### src/rtl/ber_sync_rx_pkg.sv
// Shared state encodings and default sizing for the per-rail PRBS synchronizer / BER meter.
package ber_sync_rx_pkg;

  typedef enum logic [1:0] {
    ST_FILL   = 2'b00,
    ST_SEARCH = 2'b01,
    ST_LOCK   = 2'b10
  } state_t;

  localparam int DEPTH_DEF   = 512;
  localparam int NB_DLY_DEF  = 9;
  localparam int WIN_LEN_DEF = 511;
  localparam int NB_WIN_DEF  = 10;
  localparam int NB_CNT_DEF  = 64;

endpackage

### src/rtl/ber_sync_rx_ref_delay_line.sv
// Reference delay line: shift register of past PRBS bits with a combinational delay tap.
module ref_delay_line #(
  parameter int DEPTH  = 512,
  parameter int NB_DLY = 9
) (
  input  logic              clock,
  input  logic              reset,
  input  logic              shift,
  input  logic              din,
  input  logic [NB_DLY-1:0] sel,
  output logic              tap
);

  logic [DEPTH-1:0] sr;

  always_ff @(posedge clock or posedge reset) begin
    if (reset) begin
      sr <= '0;
    end else if (shift) begin
      sr <= {sr[DEPTH-2:0], din};
    end
  end

  // Delay 0 is the live bit; delay d reads the pre-shift bit captured d events ago.
  assign tap = (sel == '0) ? din : sr[sel - NB_DLY'(1)];

endmodule

### src/rtl/ber_sync_rx.sv
// Per-rail PRBS synchronizer: fills the reference delay line, sweeps candidate delays,
// then locks and accumulates saturating bit/error counts for BER readout.
module ber_sync_rx
  import ber_sync_rx_pkg::*;
#(
  parameter int DEPTH   = DEPTH_DEF,
  parameter int NB_DLY  = NB_DLY_DEF,
  parameter int WIN_LEN = WIN_LEN_DEF,
  parameter int NB_WIN  = NB_WIN_DEF,
  parameter int NB_CNT  = NB_CNT_DEF
) (
  input  logic              clock,
  input  logic              i_reset,
  input  logic              i_enable,
  input  logic              i_valid,
  input  logic              i_rx_bit,
  input  logic              i_ref_bit,
  input  logic              i_restart,
  output logic              o_lock,
  output logic [NB_DLY-1:0] o_delay,
  output logic [NB_CNT-1:0] o_bit_count,
  output logic [NB_CNT-1:0] o_err_count,
  output logic [1:0]        o_state
);

  localparam logic [NB_DLY-1:0] DLY_LAST  = NB_DLY'(DEPTH - 1);
  localparam logic [NB_DLY-1:0] FILL_LAST = NB_DLY'(DEPTH - 2);
  localparam logic [NB_WIN-1:0] WIN_LAST  = NB_WIN'(WIN_LEN - 1);

  state_t            state, state_n;
  logic [NB_DLY-1:0] dly, dly_n, best_dly, best_dly_n, fill_cnt, fill_cnt_n;
  logic [NB_WIN-1:0] win_cnt, win_cnt_n, err_win, err_win_n, best_err, best_err_n;
  logic [NB_WIN-1:0] err;
  logic [NB_CNT-1:0] bit_cnt, bit_cnt_n, err_cnt, err_cnt_n;
  logic              evt, tap, mism, better;

  // A restart swallows a coincident strobe completely, including the shift.
  assign evt  = i_enable & i_valid & ~i_restart;
  assign mism = i_rx_bit ^ tap;

  ref_delay_line #(
    .DEPTH  (DEPTH),
    .NB_DLY (NB_DLY)
  ) u_ref_delay_line (
    .clock (clock),
    .reset (i_reset),
    .shift (evt),
    .din   (i_ref_bit),
    .sel   (dly),
    .tap   (tap)
  );

  assign err    = err_win + NB_WIN'(mism);
  assign better = (err < best_err);

  always_comb begin
    state_n    = state;
    dly_n      = dly;
    best_dly_n = best_dly;
    fill_cnt_n = fill_cnt;
    win_cnt_n  = win_cnt;
    err_win_n  = err_win;
    best_err_n = best_err;
    bit_cnt_n  = bit_cnt;
    err_cnt_n  = err_cnt;
    if (i_restart) begin
      state_n    = ST_SEARCH;
      dly_n      = '0;
      best_dly_n = '0;
      win_cnt_n  = '0;
      err_win_n  = '0;
      best_err_n = '1;
      bit_cnt_n  = '0;
      err_cnt_n  = '0;
    end else if (evt) begin
      case (state)
        ST_FILL: begin
          if (fill_cnt == FILL_LAST) begin
            state_n    = ST_SEARCH;
            fill_cnt_n = '0;
            dly_n      = '0;
            win_cnt_n  = '0;
            err_win_n  = '0;
          end else begin
            fill_cnt_n = fill_cnt + NB_DLY'(1);
          end
        end
        ST_SEARCH: begin
          if (win_cnt == WIN_LAST) begin
            win_cnt_n = '0;
            err_win_n = '0;
            if (err == '0) begin
              state_n = ST_LOCK;
            end else begin
              if (better) begin
                best_err_n = err;
                best_dly_n = dly;
              end
              // Last candidate: the winner may be this very trial, so bypass best_dly.
              if (dly == DLY_LAST) begin
                state_n = ST_LOCK;
                dly_n   = better ? dly : best_dly;
              end else begin
                dly_n = dly + NB_DLY'(1);
              end
            end
          end else begin
            win_cnt_n = win_cnt + NB_WIN'(1);
            err_win_n = err;
          end
        end
        ST_LOCK: begin
          if (~&bit_cnt) begin
            bit_cnt_n = bit_cnt + NB_CNT'(1);
            err_cnt_n = err_cnt + NB_CNT'(mism);
          end
        end
        default: state_n = ST_FILL;
      endcase
    end
  end

  always_ff @(posedge clock or posedge i_reset) begin
    if (i_reset) begin
      state    <= ST_FILL;
      dly      <= '0;
      best_dly <= '0;
      fill_cnt <= '0;
      win_cnt  <= '0;
      err_win  <= '0;
      best_err <= '1;
      bit_cnt  <= '0;
      err_cnt  <= '0;
    end else begin
      state    <= state_n;
      dly      <= dly_n;
      best_dly <= best_dly_n;
      fill_cnt <= fill_cnt_n;
      win_cnt  <= win_cnt_n;
      err_win  <= err_win_n;
      best_err <= best_err_n;
      bit_cnt  <= bit_cnt_n;
      err_cnt  <= err_cnt_n;
    end
  end

  assign o_lock      = (state == ST_LOCK);
  assign o_delay     = dly;
  assign o_bit_count = bit_cnt;
  assign o_err_count = err_cnt;
  assign o_state     = state;

endmodule

### config.mk
export PLATFORM = sky130hd
export DESIGN_NAME = ber_sync_rx
export DESIGN_NICKNAME = d
export VERILOG_FILES = /design/src/rtl/ber_sync_rx_pkg.sv /design/src/rtl/ber_sync_rx_ref_delay_line.sv /design/src/rtl/ber_sync_rx.sv
export SDC_FILE = /design/constraint.sdc
export NUM_CORES = 2
export LEC_CHECK = 0
export CAP_MARGIN = 30
export CORE_ASPECT_RATIO = 0.5
export CORE_MARGIN = 4
export CORE_UTILIZATION = 61
export CTS_BUF_LIST = sky130_fd_sc_hd__clkbuf_4 sky130_fd_sc_hd__clkbuf_8
export DETAILED_ROUTE_END_ITERATION = 8
export PLACE_DENSITY = 0.89
export SKIP_CTS_REPAIR_TIMING = 1
export SLEW_MARGIN = 20
export SYNTH_ARGS = -nofsm -noshare
export SYNTH_HDL_FRONTEND = slang
export SYNTH_SLANG_ARGS = --single-unit
export TNS_END_PERCENT = 1
### constraint.sdc
create_clock -name clock -period 35.4 [get_ports clock]
set_input_delay 7.08 -clock clock [delete_from_list [all_inputs] [get_ports clock]]
set_output_delay 7.08 -clock clock [all_outputs]
set_load 0.1 [all_outputs]
Word-level counts from Yosys, hierarchy flattened. Cells that the tools add are included. Widths: inputs -> output; s select.

Bits in registers: 699. Input bits: 7. Output and inout port bits: 140. Word-level logic and storage cells: 99.

$add $sub $neg: 7. Magnitude comparators: 2. Equality and inequality tests: 12. Mux-type cells: 47. Bitwise logic cells: 4. Reductions and logical operators: 17.

Operators by type and width (number): $mux 64 (8); $mux 10 (13); $mux 9 (13); $add 64x1->64 (1); $add 64x1->64 const B (1); $reduce_and 64->1 (1); $pmux 10 s2 (2); $add 9x1->9 const B (2); $eq 9x9->1 const B (2); $pmux 9 s2 (1); $reduce_and 5->1 (3); $mux 2 (6); $add 10x1->10 (1); $add 10x1->10 const B (1); $eq 10x9->1 const B (1); $logic_not 10->1 (1); $lt 10x10->1 (1); $lt 9x10->1 const B (1); $reduce_bool 2->1 (5); $bmux 1 s9 (1); $logic_not 9->1 (1); $ne 3x3->1 const B (3); $reduce_and 3->1 (3); $sub 9x1->9 const B (1); other kinds (12) (16).

Depth between registers and ports, before layout.
Depth in word-level cells: 14. Depth in mapped cells: 29. Gate-level depth less buffers: 23.

By module. Synthesis repeated with hierarchy kept, for this count alone.

Cell total of the unflattened synthesis: 2592. Area total of the unflattened synthesis: 33744.9 sq um.

Modules (own cells, without submodules): ref_delay_line (times used 1, cells each 1453, area an instance 23327.4 sq um, sequential area each 12812.3 sq um); ber_sync_rx (times used 1, cells each 1139, area an instance 10417.5 sq um, sequential area each 4692.0 sq um).

Least setup slack after synthesis. No wires, ideal clock.

Path type: in2reg. From: input i_ref_bit. To: register best_dly[8]. Setup time: 0.132 ns. Data arrival time: 9.986 ns. Data required time: 35.268 ns. Setup slack: 25.282 ns. Cell stages on the path: 16. Buffers on the path: 1. Cells stage by stage: nand2b_1 -> nand3_1 -> xnor2_1 -> ha_1 -> ha_1 -> xor2_1 -> ha_1 -> inv_1 -> o221ai_1 -> o2bb2ai_1 -> a21o_1 -> a2111oi_2 -> o21ai_1 -> buf_2 -> mux2i_1 -> nor2_1.

Cells in the longest elaborated chain, start to end: 10. Elaborated cells between the ends (all ways): 13. Those cells by class: add/sub (1); order compare (1); eq/ne (1); mux (7); bitwise (1); reduce/logical (2).

RTL lines: from (decl) (RTL line ber_sync_rx.sv:17) `input logic i_ref_bit,`; $mux 1 (*) (RTL line ber_sync_rx_ref_delay_line.sv:25) `assign tap = (sel == '0) ? din : sr[sel - NB_DLY'(1)];`; $xor 1x1->1 (*) (RTL line ber_sync_rx.sv:39) `assign mism = i_rx_bit ^ tap;`; $add 10x1->10 (*) (RTL line ber_sync_rx.sv:53) `assign err = err_win + NB_WIN'(mism);`; $lt 10x10->1 (RTL line ber_sync_rx.sv:54) `assign better = (err < best_err);`; $mux 9 (6 in a row); to (signal assigned) (RTL line ber_sync_rx.sv:137) `best_dly <= best_dly_n;`; to (decl) (RTL line ber_sync_rx.sv:31) `logic [NB_DLY-1:0] dly, dly_n, best_dly, best_dly_n, fill_cnt, fill_cnt_n;`.

Every way passes the cells marked *; elsewhere a longest branch is shown, timed or not. The select of a mux whose other input is x is not followed. A chain may end at the register's enable or synchronous reset.

Worst setup path in the final report.
From: input i_ref_bit. To: register best_err[5].

Cells in the longest elaborated chain, start to end: 9. Elaborated cells between the ends (all ways): 14. Those cells by class: add/sub (1); order compare (1); eq/ne (1); mux (7); bitwise (1); reduce/logical (3).

RTL lines: $mux 1 (*) (RTL line ber_sync_rx_ref_delay_line.sv:25); $xor 1x1->1 (*) (RTL line ber_sync_rx.sv:39); $add 10x1->10 (*) (RTL line ber_sync_rx.sv:53); parallel branches: the longest is 6 deep, another holds $lt 10x10->1; to (signal assigned) (RTL line ber_sync_rx.sv:141) `best_err <= best_err_n;`; to (decl) (RTL line ber_sync_rx.sv:32) `logic [NB_WIN-1:0] win_cnt, win_cnt_n, err_win, err_win_n, best_err, best_err_n;`.

Every way passes the cells marked *. The select of a mux whose other input is x is not followed.

==> impl_metrics.json <==
{
  "peakVddDrop_v": 0.0000431,
  "finalNonFillerCells": 3450,
  "clkTransAtPathRegs_ps": 70,
  "synth-edff-count": 0,
  "dr_wl_met3_um": 5820,
  "dr.pass1.iters": 6,
  "p_leak_nw": 17.7,
  "min_period_over_period": 0.307,
  "rsz0062_at_grt": "false",
  "grt_pass1_wl_um": 124000,
  "power.density_nw_per_um2": 51.2,
  "clockRootBuffer": "clkbuf_8",
  "maxSlewViolCount": 0,
  "min_path_type": "flip-flop to flip-flop",
  "cp_slowest_cell": "clkdlybuf4s50_1",
  "synth_top_area_frac": 0.522,
  "drt-wirelength-per-cell_um": 22.9,
  "antenna_found_initial": 0,
  "clock_path_buffers": 3,
  "synth_common_cells": "dfrtp_1 (689), mux2_2 (513), nor2_1 (167), clkbuf_1 (130), mux4_2 (128)",
  "wl_met1_um": 31600,
  "gp_congestion": 0.860,
  "htreeDepth": 3,
  "dominantRegCellSynth": "dfrtp_1",
  "switching_share": 0.314,
  "max_freq_mhz": 92.1,
  "synthTopCellsByArea": "dfrtp_1 (52%), mux2_2 (17%), mux4_2 (8.7%)",
  "drc_errors": 0,
  "cp_cell_sequence": "clkdlybuf4s50_1 > nand2b_1 > nand3_1 > xnor2_1 > ha_1 > ha_1 > xor2_1 > ha_1 > inv_1 > o221ai_1 > o2bb2ai_1 > a21o_1 > a2111oi_2 > o21ai_2 > buf_4 > mux2i_1 > nand2_1",
  "slew_headroom": 0.231,
  "seq_area_frac_synth": 0.530,
  "p_switching_uw": 610,
  "finalWorstSetupSlack_ps": 24540,
  "netlist_instances": 2527,
  "drtAntennaViolNets": 0,
  "cts_buffers": 96,
  "status": "complete, no violations",
  "place_ws_ps": 24040,
  "highest_layer": "met4",
  "worst_slew_pin_slew_ps": 1150,
  "n_antenna_cell": 0,
  "period_needed_ps": 10860,
  "vias": 22500,
  "skew_ps": 28.6,
  "path_common_cell": "ha_1",
  "grt-ovfl-total": 0,
  "area_delta_synth_final_pct": 14.9,
  "final_layout_size_suffix_gt1_frac": 0.334,
  "yosysTopAreaCell": "dfrtp_1",
  "core_area_um2": 52800,
  "syn_area_per_cell_um2": 13.1,
  "yosysMostFrequentCell": "dfrtp_1",
  "ys_warn_count": 0,
  "io_pins": 147,
  "dp_cells": 3264,
  "comb_power_share": 0.214,
  "ys_types": 73,
  "cts_tree": "yes",
  "nets": 2700,
  "critical_path_class": "input pin to flip-flop",
  "power_mw": 1.94,
  "syn_area_um2": 33000,
  "sequentialPowerShare": 0.425,
  "crit_path_start_kind": "input pin",
  "fin_tns_setup_ps": 0,
  "pwr-share-clk": 0.360,
  "drt-initial-drc-count": 2308,
  "clock_latency_ps": 700,
  "crit_path_max_fanout": 15,
  "dr_wl_met2_um": 38200,
  "crit_path_max_incr_delay_ps": 600,
  "grt_max_degree": 198,
  "io_buffers": 146,
  "hold_viol": 0,
  "syn_nets": 2553,
  "nFillCells": 2967,
  "end_kind": "flip-flop",
  "maxCapViolations": 0,
  "cp.arrival_ps": 11450,
  "die_w_um": 337,
  "ys_async_sr_fraction": 1.00,
  "die_y_um": 173,
  "setup_viol": 0,
  "intPower_mw": 1.33,
  "wl_um": 79000,
  "track_usage": 0.262,
  "ys_seq_elements": 699,
  "dpl.hpwl_um": 44900,
  "num_rows": 59,
  "die_area_um2": 58200,
  "cp.required_ps": 35990,
  "start_util": 0.626,
  "grt_pass1_vias": 22900,
  "via_per_inst": 6.51,
  "clock-sinks": 699
}
-- cell type report --
cell class                 instances  area (um2)  area share
sequential                       699       17500       0.461
multi-input combinational       1647       14900       0.392
timing repair buffer             205        2420      0.0638
clock buffer                     152        1910      0.0503
tap                              701         877      0.0231
clock inverter                    21         278     0.00732
inverter                          25         101     0.00267
-- power by group through the flow --
stage	combinational [mW]	sequential (mW)	clock (mW)
6_report	0.417	0.826	0.700
3_3_place_gp	0.393	0.840	0
5_1_grt	0.440	0.828	0.741
3_5_place_dp	0.397	0.841	0
4_1_cts	0.402	0.826	0.703
2_1_floorplan	0.271	0.853	0
-- stage by stage --
stage / instance area (um2) / hold slack [ps] / util
2_1_floorplan: 33000 / 445 / -
3_3_place_gp: 35100 / 466 / 0.664
3_5_place_dp: 35500 / 473 / 0.672
4_1_cts: 37700 / 489 / 0.714
5_1_grt: 38000 / 514 / 0.719
6_report: 38000 / 492 / 0.719
-- registers in the layout, indices dropped and copies added, names as in the netlist --
signal	cells
best_dly	9
best_err	10
fill_cnt	9
o_delay	9
u_ref_delay_line.sr	512
o_bit_count	64
o_err_count	64
err_win	10
o_state	2
win_cnt	10
-- layer usage --
layer / track usage / vias up
met5: 0 / -
met4: 0.114 / 0
met3: 0.0530 / 279
met2: 0.418 / 1072
met1: 0.354 / 11500
li1: - / 9594
-- logic make-up after synthesis --
kind of cell / synth area share
compound gates: 0.0407
xor+xnor: 0.0353
fa+ha+maj: 0.00720
buf+inv: 0.0219
flops: 0.530
mux: 0.272
simple gates: 0.0927
-- path summary, 6_finish.rpt --
| path | start | to | slack (ps) | cells past startpoint |
|---|---|---|---|---|
| setup / recovery | i_ref_bit | best_err[5] | 24540 | 17 |
| hold / removal | win_cnt[8] | win_cnt[8] | 490 | 1 |
| setup reg to reg | o_delay[1] | best_err[5] | 27780 | 25 |
| hold reg to reg | win_cnt[8] | win_cnt[8] | 490 | 1 |
| max in group asynchronous | i_reset | u_ref_delay_line.sr[420] | 25430 | 7 |
| min in group asynchronous | i_reset | o_bit_count[32] | 6910 | 2 |
-- worst max-delay path, delay by kind of cell --
kind | cells | cell delay (ps)
AND/OR/NAND/NOR | 3 | 410
adder cells (fa/ha/maj) | 3 | 860
buffers and inverters | 3 | 960
multiplexers | 1 | 190
XOR/XNOR | 2 | 570
AO/OA/AOI/OAI | 5 | 1380
-- cell usage in the layout (no fill, tap or decap), types with 23 or more instances in the layout --
| cell type | netlist | final |
|---|---|---|
| nand4_1 | 63 | 63 |
| buf_16 | 0 | 23 |
| xnor2_1 | 42 | 42 |
| xor2_1 | 91 | 91 |
| clkbuf_4 | 0 | 29 |
| buf_4 | 1 | 29 |
| a21oi_1 | 38 | 38 |
| and3_1 | 27 | 27 |
| nor2_1 | 167 | 167 |
| nor3_1 | 35 | 35 |
| dfrtp_1 | 689 | 688 |
| mux2_2 | 513 | 513 |
| mux2i_1 | 34 | 34 |
| or3_1 | 23 | 23 |
| clkdlybuf4s50_1 | 0 | 145 |
| o21ai_0 | 85 | 85 |
| mux4_2 | 128 | 128 |
| nand3_1 | 122 | 121 |
| inv_1 | 25 | 24 |
| clkbuf_8 | 0 | 123 |
| nand2_1 | 107 | 107 |
Power figures use the tool's default switching activity.
